--- config.mk ---
export PLATFORM = sky130hd
export DESIGN_NAME = spi_fifo_rx_flat
export DESIGN_NICKNAME = d
export VERILOG_FILES = /design/src/rtl/spi_fifo_rx_if.sv /design/src/rtl/spi_fifo_rx.sv /design/src/flat_wrapper.sv
export SDC_FILE = /design/constraint.sdc
export NUM_CORES = 1
export LEC_CHECK = 0
export CAP_MARGIN = 25
export CORE_MARGIN = 3
export CORE_UTILIZATION = 53
export DETAILED_ROUTE_END_ITERATION = 8
export PLACE_DENSITY = 0.8
export SYNTH_ARGS = -nofsm -noshare
export SYNTH_HDL_FRONTEND = slang
export SYNTH_SLANG_ARGS = --single-unit
--- constraint.sdc ---
create_clock -name clk -period 2.7 [get_ports clk]
set_clock_uncertainty 0.1 [all_clocks]
set_input_delay 0.27 -clock clk [delete_from_list [all_inputs] [get_ports clk]]
set_output_delay 0.27 -clock clk [all_outputs]
set_load 0.005 [all_outputs]
--- src/rtl/spi_fifo_rx_if.sv ---
// rtl/spi_fifo_rx_if.sv - serial input and FIFO read-port bundle for spi_fifo_rx
interface spi_fifo_rx_if #(
  parameter int DATA_W = 32,
  parameter int AW     = 4
);
  logic              sck;
  logic              cs_n;
  logic              mosi;
  logic              re;
  logic              clr_err;
  logic [DATA_W-1:0] dout;
  logic              valid;
  logic              empty;
  logic              full;
  logic [AW:0]       level;
  logic              ovf;
  logic              frame_err;

  modport master (
    output sck, cs_n, mosi, re, clr_err,
    input  dout, valid, empty, full, level, ovf, frame_err
  );

  modport slave (
    input  sck, cs_n, mosi, re, clr_err,
    output dout, valid, empty, full, level, ovf, frame_err
  );
endinterface

--- src/rtl/spi_fifo_rx.sv ---
// rtl/spi_fifo_rx.sv - SPI mode-0 receiver deserializing MSB-first words into a read FIFO
module spi_fifo_rx #(
  parameter int DATA_W = 32,
  parameter int DEPTH  = 16,
  parameter int AW     = 4
) (
  input  logic          clk,
  input  logic          nrst,
  spi_fifo_rx_if.slave  bus
);
  localparam int CW = $clog2(DATA_W);
  localparam logic [CW-1:0] LAST_BIT = CW'(DATA_W - 1);
  localparam logic [0:0] S_IDLE  = 1'b0;
  localparam logic [0:0] S_SHIFT = 1'b1;

  logic              sck_m, sck_s, sck_d;
  logic              cs_m, cs_s;
  logic              mosi_m, mosi_s;
  logic              sck_rise;
  logic [0:0]        state;
  logic [CW-1:0]     cnt;
  logic [DATA_W-1:0] shift;
  logic              push;
  logic              ferr_set;
  logic              ovf_set;
  logic              do_rd;
  logic              do_wr;
  logic [AW:0]       level_next;
  logic [AW-1:0]     wr_ptr, rd_ptr;
  logic [DATA_W-1:0] mem [DEPTH];

  always_ff @(posedge clk or negedge nrst) begin
    if (!nrst) begin
      sck_m  <= 1'b0;
      sck_s  <= 1'b0;
      sck_d  <= 1'b0;
      cs_m   <= 1'b1;
      cs_s   <= 1'b1;
      mosi_m <= 1'b0;
      mosi_s <= 1'b0;
    end else begin
      sck_m  <= bus.sck;
      sck_s  <= sck_m;
      sck_d  <= sck_s;
      cs_m   <= bus.cs_n;
      cs_s   <= cs_m;
      mosi_m <= bus.mosi;
      mosi_s <= mosi_m;
    end
  end

  assign sck_rise = sck_s & ~sck_d;
  assign ferr_set = (state == S_SHIFT) && cs_s && (cnt != '0);

  // The completed word stays in shift for the push cycle: the next sck rise is at least 4 clk away.
  always_ff @(posedge clk or negedge nrst) begin
    if (!nrst) begin
      state <= S_IDLE;
      cnt   <= '0;
      shift <= '0;
      push  <= 1'b0;
    end else begin
      push <= 1'b0;
      case (state)
        S_IDLE: begin
          cnt <= '0;
          if (!cs_s) state <= S_SHIFT;
        end
        default: begin
          if (cs_s) begin
            cnt   <= '0;
            state <= S_IDLE;
          end else if (sck_rise) begin
            shift <= {shift[DATA_W-2:0], mosi_s};
            if (cnt == LAST_BIT) begin
              cnt  <= '0;
              push <= 1'b1;
            end else begin
              cnt <= cnt + 1'b1;
            end
          end
        end
      endcase
    end
  end

  // A read frees a slot in the same cycle, so a push into a full FIFO is still accepted.
  assign do_rd      = bus.re & ~bus.empty;
  assign do_wr      = push & (~bus.full | do_rd);
  assign ovf_set    = push & bus.full & ~do_rd;
  assign level_next = bus.level + (AW+1)'(do_wr) - (AW+1)'(do_rd);

  always_ff @(posedge clk) begin
    if (do_wr) mem[wr_ptr] <= shift;
  end

  always_ff @(posedge clk or negedge nrst) begin
    if (!nrst) begin
      wr_ptr        <= '0;
      rd_ptr        <= '0;
      bus.level     <= '0;
      bus.empty     <= 1'b1;
      bus.full      <= 1'b0;
      bus.dout      <= '0;
      bus.valid     <= 1'b0;
      bus.ovf       <= 1'b0;
      bus.frame_err <= 1'b0;
    end else begin
      if (do_wr) wr_ptr <= wr_ptr + 1'b1;
      if (do_rd) begin
        rd_ptr   <= rd_ptr + 1'b1;
        bus.dout <= mem[rd_ptr];
      end
      bus.valid     <= do_rd;
      bus.level     <= level_next;
      bus.empty     <= (level_next == '0);
      bus.full      <= (level_next == (AW+1)'(DEPTH));
      bus.ovf       <= ovf_set  | (bus.ovf & ~bus.clr_err);
      bus.frame_err <= ferr_set | (bus.frame_err & ~bus.clr_err);
    end
  end
endmodule

--- src/flat_wrapper.sv ---
// flat-port wrapper written by rule: the top's interface ports become plain ports
module spi_fifo_rx_flat 
#(
  parameter int DATA_W = 32,
  parameter int DEPTH  = 16,
  parameter int AW     = 4
)
  (clk, nrst, bus_sck, bus_cs_n, bus_mosi, bus_re, bus_clr_err, bus_dout, bus_valid, bus_empty, bus_full, bus_level, bus_ovf, bus_frame_err);
  spi_fifo_rx_if #(.DATA_W(DATA_W), .AW(AW)) bus_i ();
  input  logic clk;
  input  logic nrst;
  input wire logic [$bits(bus_i.sck)-1:0] bus_sck;
  input wire logic [$bits(bus_i.cs_n)-1:0] bus_cs_n;
  input wire logic [$bits(bus_i.mosi)-1:0] bus_mosi;
  input wire logic [$bits(bus_i.re)-1:0] bus_re;
  input wire logic [$bits(bus_i.clr_err)-1:0] bus_clr_err;
  output wire logic [$bits(bus_i.dout)-1:0] bus_dout;
  output wire logic [$bits(bus_i.valid)-1:0] bus_valid;
  output wire logic [$bits(bus_i.empty)-1:0] bus_empty;
  output wire logic [$bits(bus_i.full)-1:0] bus_full;
  output wire logic [$bits(bus_i.level)-1:0] bus_level;
  output wire logic [$bits(bus_i.ovf)-1:0] bus_ovf;
  output wire logic [$bits(bus_i.frame_err)-1:0] bus_frame_err;
  assign bus_i.sck = bus_sck;
  assign bus_i.cs_n = bus_cs_n;
  assign bus_i.mosi = bus_mosi;
  assign bus_i.re = bus_re;
  assign bus_i.clr_err = bus_clr_err;
  assign bus_dout = bus_i.dout;
  assign bus_valid = bus_i.valid;
  assign bus_empty = bus_i.empty;
  assign bus_full = bus_i.full;
  assign bus_level = bus_i.level;
  assign bus_ovf = bus_i.ovf;
  assign bus_frame_err = bus_i.frame_err;
  spi_fifo_rx #(.DATA_W(DATA_W), .DEPTH(DEPTH), .AW(AW)) u_core (.clk(clk), .nrst(nrst), .bus(bus_i));
endmodule
=== Word level (Yosys, flattened, before mapping) ===
Memory sizes are Yosys's and may differ from the RTL's. A register that Yosys moved wholly into a read port is not among the register bits.
Cells that the tools add are included.
W data, S select, Z words.

* Memories kept: 1
* Bits in registers: 64
* Memory bits (writable): 512
* Logic and storage cells: 61
* Input bits: 7
* Output and inout bits: 42

* Bitwise operators: 16
* Multiplexer cells: 11
* Reduce and logical (&&, ||, !) cells: 6
* Equal/unequal tests: 3
* Add/subtract/negate cells: 5

{| class="wikitable"
|+ Memory list
! memory !! depth !! width !! rd ports !! clocked after Yosys merged registers in !! wr ports !! line !! text
|-
| u_core.mem || 16 || 32 || 1 || 1 || 1 || spi_fifo_rx.sv:30 || <nowiki>logic [DATA_W-1:0] mem [DEPTH];</nowiki>
|}

{| class="wikitable"
|+ Operators with widths
! kind !! number
|-
| $mux W5 || 4
|-
| $eq A5 B5 Y1 const B || 2
|-
| $add A4 B1 Y4 const B || 2
|-
| $and A1 B1 Y1 || 7
|-
| $mux W1 || 7
|-
| $not A1 Y1 || 6
|-
| $add A5 B1 Y5 || 1
|-
| $add A5 B1 Y5 const B || 1
|-
| $logic_not A5 Y1 || 1
|-
| $reduce_bool A5 Y1 || 1
|-
| $sub A5 B1 Y5 || 1
|-
| $ne A3 B1 Y1 const B || 1
|-
| $or A1 B1 Y1 || 3
|-
| $reduce_and A3 Y1 || 1
|-
| $logic_and A1 B1 Y1 || 2
|-
| $logic_not A1 Y1 || 1
|}

=== Longest topological paths before layout ===
Gate-level depths: netlist of the first run.

* Depth after elaboration: 7
* Gate-level depth with buffers: 12

=== Worst setup path after synthesis of the first run ===
OpenSTA, ideal clock, no wires.

* Path kind: reg-to-reg
* Start: register u_core.bus.empty
* End: register u_core.bus.empty
* Slack: 37 ps
* Data arrival time: 2467 ps
* Buffers on the path: 1
* Library setup time: 97 ps
* Clock period less this slack: 2663 ps
* Data required time: 2503 ps
* Cell stages (with the launch flop): 12
* Cell sequence: dfstp_2 -> nand2b_1 -> buf_2 -> inv_1 -> ha_1 -> inv_1 -> ha_1 -> inv_1 -> fa_1 -> inv_1 -> or3_1 -> nor4_1

* Longest elaborated chain between the ends: 7

{| class="wikitable"
|+ RTL lines
! item !! line !! text
|-
| start: declaration || spi_fifo_rx_if.sv:26 || <nowiki>output dout, valid, empty, full, level, ovf, frame_err</nowiki>
|-
| start signal: assignment || spi_fifo_rx.sv:116 || <nowiki>bus.empty <= (level_next == '0);</nowiki>
|-
| $not A1 Y1 (*) || spi_fifo_rx.sv:88 || <nowiki>assign do_rd = bus.re & ~bus.empty;</nowiki>
|-
| $and A1 B1 Y1 (*) || spi_fifo_rx.sv:88 ||
|-
| net u_core.do_rd || spi_fifo_rx.sv:26 || <nowiki>logic do_rd;</nowiki>
|-
| $or A1 B1 Y1 || spi_fifo_rx.sv:89 || <nowiki>assign do_wr = push & (~bus.full | do_rd);</nowiki>
|-
| $and A1 B1 Y1 || spi_fifo_rx.sv:89 ||
|-
| $add A5 B1 Y5 || spi_fifo_rx.sv:91 || <nowiki>assign level_next = bus.level + (AW+1)'(do_wr) - (AW+1)'(do_rd);</nowiki>
|-
| $sub A5 B1 Y5 (*) || spi_fifo_rx.sv:91 ||
|-
| net u_core.level_next[1] || spi_fifo_rx.sv:28 || <nowiki>logic [AW:0] level_next;</nowiki>
|-
| $logic_not A5 Y1 (*) || spi_fifo_rx.sv:116 ||
|}

The timed path passes the listed nets; every way through them passes the cells marked *.
A chain may end at the register's enable or synchronous reset.

=== Final worst setup path of the first run ===
Same ends and word-level chain as after synthesis.

==> flow_summary.html, run 1 <==
<table>
<tr><th>Metric</th><th>Value</th></tr>
<tr><th colspan="2">Logic synthesis</th></tr>
<tr><td>Area fraction in compound gates after synthesis</td><td>3.43%</td></tr>
<tr><td>Synth top area share</td><td>64.9%</td></tr>
<tr><td>Count of flip-flops with a built-in enable after synthesis</td><td>512</td></tr>
<tr><td>Post-Syn Area per Cell</td><td>~17 µm²</td></tr>
<tr><td>Portion of netlist area occupied by mux cells</td><td>12.4%</td></tr>
<tr><td>FFs w/ async S/R, synth</td><td>15.8%</td></tr>
<tr><td>Post-synthesis xor/xnor area fraction</td><td>0.370%</td></tr>
<tr><td>Post-Synth Adder-Cell Area</td><td>less than 1%</td></tr>
<tr><td>Main synth FF type</td><td>sky130_fd_sc_hd__edfxtp_1</td></tr>
<tr><td>Top cells by area, synth</td><td>sky130_fd_sc_hd__edfxtp_1, sky130_fd_sc_hd__mux2i_1, sky130_fd_sc_hd__dfrtp_1</td></tr>
<tr><td>Mapped Cells</td><td>1386</td></tr>
<tr><td>Post-synthesis cell type count</td><td>45</td></tr>
<tr><td>Synth Cell Area</td><td>23700 µm²</td></tr>
<tr><td>Count of warnings emitted by yosys</td><td>0</td></tr>
<tr><td>Sequential area share after synthesis</td><td>75.1%</td></tr>
<tr><td>Simple logic cell fraction of the synthesized area</td><td>under 10%</td></tr>
<tr><td>#FFs+latches synth</td><td>608</td></tr>
<tr><td>Number of nets produced by synthesis</td><td>1407</td></tr>
<tr><td>Combinational family with the most area after synthesis</td><td>multiplexers</td></tr>
<tr><td>Cell taking the most area after synthesis</td><td>sky130_fd_sc_hd__edfxtp_1</td></tr>
<tr><th colspan="2">Placement</th></tr>
<tr><td>Final Wtd Congestion</td><td>around 0.77</td></tr>
<tr><td>Cell Count Post-Placement</td><td>2006</td></tr>
<tr><td>DP Area</td><td>25100 µm²</td></tr>
<tr><td>DP Wirelength</td><td>28500 µm</td></tr>
<tr><td>Number of I/O port buffers</td><td>48</td></tr>
<tr><th colspan="2">Cells and area</th></tr>
<tr><td>Fraction of layout instances using a drive strength above 1</td><td>12.9%</td></tr>
<tr><td>Diode count</td><td>0</td></tr>
<tr><td>Synthesis-to-layout area growth</td><td>14.9%</td></tr>
<tr><td>Post-layout util</td><td>between 60% and 70%</td></tr>
<tr><td>Commonest non-fill, non-tap cells in the layout</td><td>sky130_fd_sc_hd__edfxtp_1, sky130_fd_sc_hd__mux2i_1, sky130_fd_sc_hd__nand2_1, sky130_fd_sc_hd__dfrtp_1, sky130_fd_sc_hd__nand3_1</td></tr>
<tr><td>Final instance area</td><td>27200 µm²</td></tr>
<tr><td>Most common cell after layout, fill and taps aside</td><td>sky130_fd_sc_hd__edfxtp_1</td></tr>
<tr><td>Final nets</td><td>1509</td></tr>
<tr><td>Final cell count without fillers</td><td>approximately 2100</td></tr>
<tr><th colspan="2">Floorplanning</th></tr>
<tr><td>Area of the die</td><td>47200 µm²</td></tr>
<tr><td>Floorplan Core Area</td><td>43600 µm²</td></tr>
<tr><td>Row cnt</td><td>76</td></tr>
<tr><td>Floorplan die width</td><td>~220 µm</td></tr>
<tr><td>Die outline height</td><td>217 µm</td></tr>
<tr><td>Initial core utilization</td><td>a little over half</td></tr>
<tr><td>Count of pins on the block boundary</td><td>49</td></tr>
<tr><th colspan="2">Routing</th></tr>
<tr><td>Average wire length per cell after detail routing</td><td>24.0 µm</td></tr>
<tr><td>Violation count after the first detailed-routing iteration</td><td>1231</td></tr>
<tr><td>Vias after detailed routing</td><td>12600</td></tr>
<tr><td>Via density</td><td>5.94</td></tr>
<tr><td>Remaining number of nets flagged by the antenna check after routing</td><td>0</td></tr>
<tr><td>Number of detailed-routing iterations run before antenna repair</td><td>6</td></tr>
<tr><td>DR DRC count</td><td>0</td></tr>
<tr><td>Drt total wl</td><td>just over 50000 µm</td></tr>
<tr><th colspan="2">Global route</th></tr>
<tr><td>Largest net degree at the start of global routing</td><td>73</td></tr>
<tr><td>Total congestion overflow</td><td>0</td></tr>
<tr><td>Number of global-route vias before repair</td><td>13300</td></tr>
<tr><td>Antenna violations before repair</td><td>0</td></tr>
<tr><td>Global routing usage summed across all routing layers</td><td>21.9%</td></tr>
<tr><td>Global-route wire length before repair</td><td>about 80000 µm</td></tr>
<tr><th colspan="2">Setup path</th></tr>
<tr><td>Critical-path maximum fanout</td><td>3</td></tr>
<tr><td>Kind of end point of the critical path</td><td>register</td></tr>
<tr><td>Worst Setup Start Kind</td><td>register</td></tr>
<tr><td>Critical path arrival</td><td>3.02 ns</td></tr>
<tr><td>Category of the critical setup timing path</td><td>reg2reg</td></tr>
<tr><td>CP required</td><td>3.13 ns</td></tr>
<tr><th colspan="2">CTS</th></tr>
<tr><td>Level count of the clock H-tree</td><td>2</td></tr>
<tr><td>Root buffer cell</td><td>sky130_fd_sc_hd__clkbuf_16</td></tr>
<tr><td>Number of sinks on the clock net</td><td>608</td></tr>
<tr><td>Clock tree from TritonCTS</td><td>built</td></tr>
<tr><td>Later-pin clock latency in the skew report</td><td>0.61 ns</td></tr>
<tr><td>Number of CTS-inserted buffers</td><td>57</td></tr>
<tr><td>Clock slew at the register clock pins of the worst setup and hold paths</td><td>roughly 0.06 ns</td></tr>
<tr><td>Max Root-Sink Buffers</td><td>3</td></tr>
<tr><th colspan="2">Run</th></tr>
<tr><td>Max-Cap Viols</td><td>0</td></tr>
<tr><th colspan="2">Run status</th></tr>
<tr><td>Run status</td><td>completed</td></tr>
<tr><th colspan="2">Pwr</th></tr>
<tr><td>Leakage power summed over all cells</td><td>9.89 nW</td></tr>
<tr><td>Total power draw</td><td>25.2 mW</td></tr>
<tr><td>P per Cell Area</td><td>924 nW/µm²</td></tr>
<tr><td>Worst voltage drop across the vdd grid</td><td>about 0.76 mV</td></tr>
<tr><th colspan="2">Min path</th></tr>
<tr><td>Hold crit path type</td><td>in2async</td></tr>
<tr><th colspan="2">STA</th></tr>
<tr><td>Final critical path time including I/O delays and setup</td><td>2.59 ns</td></tr>
<tr><td>Hold Fails Final Rpt</td><td>0</td></tr>
<tr><td>Final setup vio count</td><td>0</td></tr>
<tr><td>Slew at the pin closest to its max-slew limit</td><td>0.757 ns</td></tr>
<tr><td>Fraction of the cycle the final worst path needs</td><td>approximately 96%</td></tr>
<tr><td>Headroom to the max-slew limit</td><td>49.6%</td></tr>
<tr><td>Setup_tns</td><td>0 ns</td></tr>
<tr><td>Final Slew Violations</td><td>0</td></tr>
<tr><td>Maximum frequency from static timing analysis</td><td>386 MHz</td></tr>
</table>
## where the power goes
part / switching (mW) / total [mW] / internal [mW]
logic: 3.36 / 5.90 / 2.53
registers: 0.461 / 11.1 / 10.6
clock network: 3.42 / 8.20 / 4.78
total: 7.24 / 25.2 / 17.9
## flip-flops by register name, summed over array words and instances (netlist names)
name / count
u_core.bus.dout: 32
u_core.bus.empty: 1
u_core.bus.frame_err: 1
u_core.bus.full: 1
u_core.bus.level: 5
u_core.bus.ovf: 1
u_core.bus.valid: 1
u_core.cnt: 5
u_core.cs_m: 1
u_core.cs_s: 1
u_core.mem: 512
u_core.mosi_m: 1
u_core.mosi_s: 1
u_core.push: 1
u_core.rd_ptr: 4
u_core.sck_d: 1
u_core.sck_m: 1
u_core.sck_s: 1
u_core.shift: 32
u_core.state: 1
u_core.wr_ptr: 4
## path summary, 6_finish.rpt
path / startpoint / endpoint / slack (ns) / cells past startpoint
min reg2reg: u_core.mosi_m / u_core.mosi_s / 0.25 / 0
max: u_core.bus.empty / u_core.bus.empty / 0.11 / 10
min: nrst / u_core.shift[21] / 0.09 / 2
max in group asynchronous: nrst / u_core.bus.dout[15] / 1.66 / 3
min in group clk: bus_clr_err / u_core.bus.frame_err / 0.16 / 2
max reg2reg: u_core.bus.empty / u_core.bus.empty / 0.11 / 10
## metrics by stage
step	setup slack, ns	hold WS, ns
2_1_floorplan	0.0367	-0.126
3_3_place_gp	-0.0802	0.199
3_5_place_dp	-0.135	0.194
4_1_cts	0.0289	0.0783
5_1_grt	-0.00591	0.137
6_report	0.108	0.0877
## timing repair
item,in CTS,in global routing
setup endpoints to repair,0,3
hold buffers,4,0
gates resized for setup,0,11
setup buffers,0,4
hold endpoints to repair,60,0
## critical path, stage by stage (launching register included)
cell and delay [ns]:
sky130_fd_sc_hd__dfstp_2 0.54, sky130_fd_sc_hd__nand2b_4 0.13, sky130_fd_sc_hd__inv_2 0.06, sky130_fd_sc_hd__ha_4 0.21, sky130_fd_sc_hd__inv_1 0.06, sky130_fd_sc_hd__ha_2 0.18, sky130_fd_sc_hd__inv_2 0.04, sky130_fd_sc_hd__fa_2 0.51
sky130_fd_sc_hd__inv_1 0.05, sky130_fd_sc_hd__or3_4 0.39, sky130_fd_sc_hd__nor4_4 0.25
## synthesized netlist by cell type, types with 4 or more instances
cell type and n:
sky130_fd_sc_hd__buf_6 10, sky130_fd_sc_hd__mux2i_1 256, sky130_fd_sc_hd__buf_4 10, sky130_fd_sc_hd__ha_1 13, sky130_fd_sc_hd__and2_1 14, sky130_fd_sc_hd__mux2_1 28
sky130_fd_sc_hd__xnor2_1 9, sky130_fd_sc_hd__buf_2 26, sky130_fd_sc_hd__edfxtp_1 512, sky130_fd_sc_hd__nand3_1 78, sky130_fd_sc_hd__inv_1 17, sky130_fd_sc_hd__clkbuf_1 13
sky130_fd_sc_hd__nand2_1 114, sky130_fd_sc_hd__nand4_1 22, sky130_fd_sc_hd__and4_1 4, sky130_fd_sc_hd__a22oi_1 75, sky130_fd_sc_hd__mux2_2 5, sky130_fd_sc_hd__a21oi_1 34
sky130_fd_sc_hd__buf_8 4, sky130_fd_sc_hd__buf_12 7, sky130_fd_sc_hd__dfrtp_1 93
## cell type report
cell class	instances	area, µm²
flip-flops and latches	608	17800
fillers	2957	16400
multi-input cells	689	5370
inverters	17	63.8
well taps	585	732
clock buffers	76	1610
clock inverters	32	343
repair buffers	115	1320
## per-layer routing
metal	GRT usage, %	routed length, µm	vias to the layer above
met3	3.94	3840	117
met1	29.4	20500	6375
met4	8.96	1710	0
li1	-	-	5546
met5	0	0	-
met2	35.8	24900	562
## cells by family after synthesis
| kind of cell | Yosys count |
|---|---|
| adder cells (fa/ha/maj) | 14 |
| flip-flops | 608 |
| multiplexers | 289 |
| AO/OA/AOI/OAI | 121 |
| buffers and inverters | 89 |
| AND/OR/NAND/NOR | 255 |
| XOR/XNOR | 10 |
No activity file was read; power rests on OpenSTA's default activity.
==> inputs of run 2 (changes only) <==
--- a/config.mk
+++ b/config.mk
@@ -9,6 +9,7 @@
 export CORE_MARGIN = 3
 export CORE_UTILIZATION = 53
 export DETAILED_ROUTE_END_ITERATION = 8
+export GPL_ROUTABILITY_DRIVEN = 0
 export PLACE_DENSITY = 0.8
 export SYNTH_ARGS = -nofsm -noshare
 export SYNTH_HDL_FRONTEND = slang
==> results of run 2 <==
No change in the layout: final DEF, timing and power equal those of run 1.
==> inputs of run 3 (changes only) <==
--- a/config.mk
+++ b/config.mk
@@ -8,8 +8,10 @@
 export CAP_MARGIN = 25
 export CORE_MARGIN = 3
 export CORE_UTILIZATION = 53
+export CTS_CLUSTER_DIAMETER = 200
 export DETAILED_ROUTE_END_ITERATION = 8
 export GPL_ROUTABILITY_DRIVEN = 0
+export HOLD_SLACK_MARGIN = 0.05
 export PLACE_DENSITY = 0.8
 export SYNTH_ARGS = -nofsm -noshare
 export SYNTH_HDL_FRONTEND = slang
==> results of run 3 <==
No change in the layout: final DEF, timing and power equal those of run 1.
